[src/rtl/branch_ctrl_pkg.sv]
// Shared definitions for the EX-stage branch controller: funct3 codes,
// BHT counter states and small decode/update helpers.
package branch_ctrl_pkg;

  localparam logic [2:0] F3_BEQ  = 3'b000;
  localparam logic [2:0] F3_BNE  = 3'b001;
  localparam logic [2:0] F3_BLT  = 3'b100;
  localparam logic [2:0] F3_BGE  = 3'b101;
  localparam logic [2:0] F3_BLTU = 3'b110;
  localparam logic [2:0] F3_BGEU = 3'b111;

  typedef enum logic [1:0] {
    BHT_SNT = 2'b00,
    BHT_WNT = 2'b01,
    BHT_WT  = 2'b10,
    BHT_ST  = 2'b11
  } bht_state_t;

  // funct3 010/011 are not conditional branches
  function automatic logic f3_legal(input logic [2:0] f3);
    return (f3[2:1] != 2'b01);
  endfunction

  // Taken decision from the comparator flags; bit 0 of funct3 inverts the sense
  function automatic logic br_taken(input logic [2:0] f3, input logic eq, input logic lt);
    logic raw;
    raw = f3[2] ? lt : eq;
    return f3_legal(f3) & (raw ^ f3[0]);
  endfunction

  // Saturating 2-bit counter step
  function automatic bht_state_t bht_next(input bht_state_t s, input logic taken);
    bht_state_t n;
    n = s;
    if (taken && (s != BHT_ST)) n = bht_state_t'(s + 2'd1);
    else if (!taken && (s != BHT_SNT)) n = bht_state_t'(s - 2'd1);
    return n;
  endfunction

endpackage

[src/rtl/branch_ctrl_if.sv]
// Pipeline-facing signal bundle of the branch controller: fetch lookup,
// EX branch operands, comparator link and redirect outputs.
interface branch_ctrl_if;
  logic [31:0] if_pc;
  logic        if_pred_taken;
  logic        ex_valid;
  logic        ex_is_branch;
  logic [2:0]  ex_funct3;
  logic [31:0] ex_pc;
  logic [31:0] ex_target;
  logic        ex_pred_taken;
  logic        stall;
  logic        br_un;
  logic        br_eq;
  logic        br_lt;
  logic        redirect_valid;
  logic [31:0] redirect_pc;
  logic        illegal_br;

  modport master (
    output if_pc, ex_valid, ex_is_branch, ex_funct3, ex_pc, ex_target,
           ex_pred_taken, stall, br_eq, br_lt,
    input  if_pred_taken, br_un, redirect_valid, redirect_pc, illegal_br
  );

  modport slave (
    input  if_pc, ex_valid, ex_is_branch, ex_funct3, ex_pc, ex_target,
           ex_pred_taken, stall, br_eq, br_lt,
    output if_pred_taken, br_un, redirect_valid, redirect_pc, illegal_br
  );
endinterface

[src/rtl/branch_ctrl_bht.sv]
// Branch history table: array of 2-bit saturating counters with one
// combinational read port and one update port. Reads see the pre-update value.
module branch_ctrl_bht
  import branch_ctrl_pkg::*;
#(
  parameter int IDX_W = 4
) (
  input  logic             clk,
  input  logic             rst,
  input  logic [IDX_W-1:0] rd_idx_i,
  output bht_state_t       rd_state_o,
  input  logic             wr_en_i,
  input  logic [IDX_W-1:0] wr_idx_i,
  input  logic             wr_taken_i
);

  localparam int NUM = 1 << IDX_W;

  bht_state_t bht_q [NUM];
  bht_state_t upd_d;

  // Next value for the entry being trained
  always_comb begin
    upd_d = bht_next(bht_q[wr_idx_i], wr_taken_i);
  end

  // Counter array: all entries start weakly not-taken
  always_ff @(posedge clk or posedge rst) begin
    if (rst) begin
      for (int i = 0; i < NUM; i++) bht_q[i] <= BHT_WNT;
    end else if (wr_en_i) begin
      bht_q[wr_idx_i] <= upd_d;
    end
  end

  assign rd_state_o = bht_q[rd_idx_i];

endmodule

[src/rtl/branch_ctrl.sv]
// EX-stage branch controller: funct3 decode, taken/mispredict resolution,
// one-cycle registered redirect, BHT training and performance counters.
module branch_ctrl
  import branch_ctrl_pkg::*;
#(
  parameter int BHT_IDX_W = 4,
  parameter int CNT_W     = 32
) (
  input  logic             clk,
  input  logic             rst,
  branch_ctrl_if.slave     bus,
  input  logic             cnt_clr_i,
  output logic [CNT_W-1:0] br_count_o,
  output logic [CNT_W-1:0] mispred_count_o
);

  logic             legal;
  logic             taken;
  logic             fire;
  logic             mispred;
  logic             redir_valid_q, redir_valid_d;
  logic [31:0]      redir_pc_q, redir_pc_d;
  logic [CNT_W-1:0] br_cnt_q, br_cnt_d;
  logic [CNT_W-1:0] mis_cnt_q, mis_cnt_d;
  bht_state_t       rd_state;

  // Upper/lower fetch PC bits and the BHT weak bit do not feed the prediction
  logic unused_bits;
  assign unused_bits = ^{bus.if_pc[31:BHT_IDX_W+2], bus.if_pc[1:0], rd_state[0]};

  assign bus.br_un         = bus.ex_funct3[1];
  assign bus.illegal_br    = bus.ex_valid & bus.ex_is_branch & ~legal;
  assign bus.if_pred_taken = rd_state[1];

  // Resolution, redirect next-state and counter next-state
  always_comb begin
    legal   = f3_legal(bus.ex_funct3);
    taken   = br_taken(bus.ex_funct3, bus.br_eq, bus.br_lt);
    // A branch sitting in EX while a redirect is out is wrong-path
    fire    = bus.ex_valid & bus.ex_is_branch & legal & ~bus.stall & ~redir_valid_q;
    mispred = fire & (taken != bus.ex_pred_taken);

    redir_valid_d = mispred;
    redir_pc_d    = redir_pc_q;
    if (mispred) redir_pc_d = taken ? bus.ex_target : (bus.ex_pc + 32'd4);

    if (cnt_clr_i) begin
      br_cnt_d  = '0;
      mis_cnt_d = '0;
    end else begin
      br_cnt_d  = br_cnt_q  + {{(CNT_W-1){1'b0}}, fire};
      mis_cnt_d = mis_cnt_q + {{(CNT_W-1){1'b0}}, mispred};
    end
  end

  // Redirect pulse and performance counters
  always_ff @(posedge clk or posedge rst) begin
    if (rst) begin
      redir_valid_q <= 1'b0;
      redir_pc_q    <= '0;
      br_cnt_q      <= '0;
      mis_cnt_q     <= '0;
    end else begin
      redir_valid_q <= redir_valid_d;
      redir_pc_q    <= redir_pc_d;
      br_cnt_q      <= br_cnt_d;
      mis_cnt_q     <= mis_cnt_d;
    end
  end

  assign bus.redirect_valid = redir_valid_q;
  assign bus.redirect_pc    = redir_pc_q;
  assign br_count_o         = br_cnt_q;
  assign mispred_count_o    = mis_cnt_q;

  branch_ctrl_bht #(
    .IDX_W (BHT_IDX_W)
  ) u_bht (
    .clk        (clk),
    .rst        (rst),
    .rd_idx_i   (bus.if_pc[BHT_IDX_W+1:2]),
    .rd_state_o (rd_state),
    .wr_en_i    (fire),
    .wr_idx_i   (bus.ex_pc[BHT_IDX_W+1:2]),
    .wr_taken_i (taken)
  );

endmodule
[src/flat_wrapper.sv]
// flat-port wrapper written by rule: the top's interface ports become plain ports
module branch_ctrl_flat import branch_ctrl_pkg::*;
#(
  parameter int BHT_IDX_W = 4,
  parameter int CNT_W     = 32
)
  (clk, rst, cnt_clr_i, br_count_o, mispred_count_o, bus_if_pc, bus_ex_valid, bus_ex_is_branch, bus_ex_funct3, bus_ex_pc, bus_ex_target, bus_ex_pred_taken, bus_stall, bus_br_eq, bus_br_lt, bus_if_pred_taken, bus_br_un, bus_redirect_valid, bus_redirect_pc, bus_illegal_br);
  branch_ctrl_if bus_i ();
  input  logic clk;
  input  logic rst;
  input  logic cnt_clr_i;
  output logic [CNT_W-1:0] br_count_o;
  output logic [CNT_W-1:0] mispred_count_o;
  input wire logic [$bits(bus_i.if_pc)-1:0] bus_if_pc;
  input wire logic [$bits(bus_i.ex_valid)-1:0] bus_ex_valid;
  input wire logic [$bits(bus_i.ex_is_branch)-1:0] bus_ex_is_branch;
  input wire logic [$bits(bus_i.ex_funct3)-1:0] bus_ex_funct3;
  input wire logic [$bits(bus_i.ex_pc)-1:0] bus_ex_pc;
  input wire logic [$bits(bus_i.ex_target)-1:0] bus_ex_target;
  input wire logic [$bits(bus_i.ex_pred_taken)-1:0] bus_ex_pred_taken;
  input wire logic [$bits(bus_i.stall)-1:0] bus_stall;
  input wire logic [$bits(bus_i.br_eq)-1:0] bus_br_eq;
  input wire logic [$bits(bus_i.br_lt)-1:0] bus_br_lt;
  output wire logic [$bits(bus_i.if_pred_taken)-1:0] bus_if_pred_taken;
  output wire logic [$bits(bus_i.br_un)-1:0] bus_br_un;
  output wire logic [$bits(bus_i.redirect_valid)-1:0] bus_redirect_valid;
  output wire logic [$bits(bus_i.redirect_pc)-1:0] bus_redirect_pc;
  output wire logic [$bits(bus_i.illegal_br)-1:0] bus_illegal_br;
  assign bus_i.if_pc = bus_if_pc;
  assign bus_i.ex_valid = bus_ex_valid;
  assign bus_i.ex_is_branch = bus_ex_is_branch;
  assign bus_i.ex_funct3 = bus_ex_funct3;
  assign bus_i.ex_pc = bus_ex_pc;
  assign bus_i.ex_target = bus_ex_target;
  assign bus_i.ex_pred_taken = bus_ex_pred_taken;
  assign bus_i.stall = bus_stall;
  assign bus_i.br_eq = bus_br_eq;
  assign bus_i.br_lt = bus_br_lt;
  assign bus_if_pred_taken = bus_i.if_pred_taken;
  assign bus_br_un = bus_i.br_un;
  assign bus_redirect_valid = bus_i.redirect_valid;
  assign bus_redirect_pc = bus_i.redirect_pc;
  assign bus_illegal_br = bus_i.illegal_br;
  branch_ctrl #(.BHT_IDX_W(BHT_IDX_W), .CNT_W(CNT_W)) u_core (.clk(clk), .rst(rst), .bus(bus_i), .cnt_clr_i(cnt_clr_i), .br_count_o(br_count_o), .mispred_count_o(mispred_count_o));
endmodule
[config.mk]
export PLATFORM = sky130hd
export DESIGN_NAME = branch_ctrl_flat
export DESIGN_NICKNAME = d
export VERILOG_FILES = /design/src/rtl/branch_ctrl_pkg.sv /design/src/rtl/branch_ctrl_if.sv /design/src/rtl/branch_ctrl_bht.sv /design/src/rtl/branch_ctrl.sv /design/src/flat_wrapper.sv
export SDC_FILE = /design/constraint.sdc
export NUM_CORES = 1
export LEC_CHECK = 0
export CAP_MARGIN = 10
export CORE_ASPECT_RATIO = 0.8
export CORE_MARGIN = 5
export CORE_UTILIZATION = 48
export CTS_BUF_LIST = sky130_fd_sc_hd__clkbuf_16
export DETAILED_ROUTE_END_ITERATION = 6
export PLACE_DENSITY = 0.81
export SLEW_MARGIN = 20
export SYNTH_ARGS = -nofsm -noshare
export SYNTH_HDL_FRONTEND = slang
export SYNTH_SLANG_ARGS = --single-unit
[constraint.sdc]
create_clock -name clk -period 6.95 [get_ports clk]
set_input_delay 2.085 -clock clk [delete_from_list [all_inputs] [get_ports clk]]
set_output_delay 2.085 -clock clk [all_outputs]
set_load 0.01 [all_outputs]
==> run_results.csv <==
group,metric,value,unit
clock_network,clk_pin_slew,0.06,ns
die,die-area,17480,um^2
placement,portBuffers,179,
detailed_routing,wire_per_inst,17.57,um
timing,rsz0062_at_grt,"false",
detailed_routing,wirelength,19.31,mm
grt,grt_pass1_vias,5956,
synth,synth_top_cell_area_share,0.3948,
finish,drive_gt1_frac,0.1264,
synth,synth_area_leader_cell,"dfrtp_1",
setup_path,path_cells,"clkdlybuf4s50_1 > mux4_2 > mux4_2 > clkdlybuf4s50_1",
power_and_ir_drop,power.total,0.002382,W
timing,setup_violations,0,
job,cap_violations,0,
setup_path,worst-endpoint-arrival,4.23,ns
run_status,status,"finished, final reports clean",
clock_network,cts.sinks,129,
clock_network,cts-root-buf,"clkbuf_16",
timing,tns,0,ns
detailed_routing,vias,6200,
synth,synth_area_leaders,"dfrtp_1, dfstp_2, xor2_1",
synth,synth_top_flop_cell,"dfrtp_1",
clock_network,clockBufferDepth,2,
power_and_ir_drop,pwr_density_cell,244.0,nW/um^2
grt,grt_pass1_wl,30.99,mm
grt,grtUsageTotal,0.2173,
setup_path,crit_path_top_delay_cell,"clkdlybuf4s50_1",
setup_path,r2r_slack,3.59,ns
hold_path,min_path_type,"register to register",
finish,nFillCells,1178,
finish,antennaDiodeCount,0,
timing,slew_headroom,0.3315,
synth,ys_async_sr_fraction,1.000,
power_and_ir_drop,leakagePower,3.925,nW
die,core_area,14810,um^2
synth,syn-cell-area,7163,um^2
timing,fin_skew,0.01058,ns
synth,syn-num-nets,842,
clock_network,post-cts-setup-buffers,0,
timing,worstMarginPinSlew,1.003,ns
synth,synth_edf_count,0,
setup_path,max_stage_delay,0.61,ns
clock_network,numCtsBuffers,17,
setup_path,cp-start-kind,"input pin",
die,num_rows,40,
grt,antenna_found_initial,0,
die,die_height,119.3,um
detailed_routing,vias_per_cell,5.641,
synth,netlist_instances,724,
finish,nets,1015,
synth,yosysMostFrequentCell,"dfrtp_1",
clock_network,insertion_delay,0.41,ns
die,fp.dieW,146.6,um
timing,whs,0.4763,ns
placement,routabilityCongestion,0.8494,
synth,ys_types,52,
synth,synth-seq-cells,129,
setup_path,critical_path_class,"input pin to output port",
timing,period_needed,6.320,ns
synth,syn-mean-instance-area,9.894,um^2
grt,overflow,0,
timing,max_freq,0.1582,GHz
power_and_ir_drop,ir_drop,0.0002420,V
clock_network,tritoncts,"built",
detailed_routing,first_pass_iters,5,
placement,dp_hpwl,13.90,mm
detailed_routing,first_iter_violations,449,
clock_network,htree_levels,4,
finish,syn_to_final_growth,36.26,%
setup_path,cp_max_fo,4,
timing,period_share,0.9093,
setup_path,critical_path_required,4.87,ns
setup_path,crit_path_end_kind,"output port",
synth,yosysWarnings,0,
die,initial_core_util,0.4835,
timing,drv_slew,0,
timing,finalHoldViolations,0,
detailed_routing,drc,0,
synth,yosysSeqAreaShare,0.4534,
synth,yosys-top-cells-count,"dfrtp_1, nor2_1, nand2_1, nand3_1, xor2_1",
grt,grt_max_degree,69,
clock_network,cts_resized,0,
die,io_pins,208,
detailed_routing,antenna_left,0,
clock_network,ctsHoldBuffers,0,
per-stage QoR:
stage,instance area (um^2),instances,setup WS (ns),util
after floorplan,7163,724,1.450,-
after global placement,9094,1067,0.6506,0.6139
after detailed placement,9094,1067,0.6067,0.6139
after CTS,9752,1099,0.5998,0.6583
after global routing,9761,1099,0.5498,0.6589
final,9761,1099,0.6305,0.6589
metal layers:
layer  routed length, um  track usage
met1                8933       0.3111
met2                8891       0.3306
met3                1117      0.05363
met4                 366      0.05817
met5                   0            0
cells by family after synthesis:
family | Yosys count | synth area share
AND/OR/NAND/NOR | 318 | 0.2255
adder cells (fa/ha/maj) | 10 | 0.01747
flip-flops | 129 | 0.4534
buffers and inverters | 52 | 0.03109
multiplexers | 51 | 0.1027
AO/OA/AOI/OAI | 85 | 0.07109
XOR/XNOR | 79 | 0.09869
state kept, by name (all words and copies together) (netlist names):
register / cells
u_core.br_count_o: 32
u_core.bus.redirect_pc: 32
u_core.mispred_count_o: 32
u_core.u_bht.bht_q: 32
u_core.bus.redirect_valid: 1
final timing paths:
check	start	end	depth (start not counted)
worst max-delay path	bus_if_pc[2]	bus_if_pred_taken	4
worst min-delay path	u_core.bus.redirect_pc[18]$_DFFE_PP0N_	u_core.bus.redirect_pc[18]$_DFFE_PP0N_	1
worst max register to register	u_core.bus.redirect_valid$_DFF_PP0_	u_core.mispred_count_o[31]$_DFF_PP0_	10
worst min register to register	u_core.bus.redirect_pc[18]$_DFFE_PP0N_	u_core.bus.redirect_pc[18]$_DFFE_PP0N_	1
max in group asynchronous	rst	u_core.u_bht.bht_q[15]$_DFFE_PP0P_	3
min in group asynchronous	rst	u_core.bus.redirect_pc[31]$_DFFE_PP0N_	2
cells in the final DEF, fill, tap and decap left out, types with 2 or more instances in the layout:
cell type and instances:
a21oi_1 19, a31o_2 4, a31oi_1 4, and3_1 3, and4_1 13, buf_4 7, bufinv_16 5, clkbuf_16 17
clkdlybuf4s50_1 178, clkinv_4 6, dfrtp_1 113, dfstp_2 16, ha_1 10, inv_1 18, inv_6 2, mux2_2 26
mux2i_1 9, mux2i_4 2, mux4_2 13, nand2_1 74, nand2b_1 3, nand3_1 54, nand4_1 28, nor2_1 79
nor2b_1 8, nor3_1 15, nor4_1 21, nor4b_1 2, o211ai_1 9, o21ai_0 36, o22ai_1 6, or3_1 7
or4_1 3, xnor2_1 37, xnor2_2 2, xor2_1 40
worst max-delay path, delay by kind of cell:
kind                   cells  cell delay [ns]
buffers and inverters      2             1.11
muxes                      2             1.04
layout make-up:
class / instances / area, um^2 / share of cell area
clock buffer: 17 / 425.4 / 0.04358
clock inverter: 15 / 232.7 / 0.02384
inverter: 20 / 77.57 / 0.007948
multi-input combinational: 543 / 3701 / 0.3792
sequential: 129 / 3248 / 0.3328
tap: 189 / 236.5 / 0.02423
timing repair buffer: 186 / 1839 / 0.1884
report_power, final:
part	switching (W)	leakage (nW)	total, W	internal [W]
sequential	0.0000509	1.69	0.000906	0.000855
clock	0.000354	0.318	0.000996	0.000641
combinational	0.000224	1.92	0.000480	0.000257
Power figures use the tool's default switching activity.
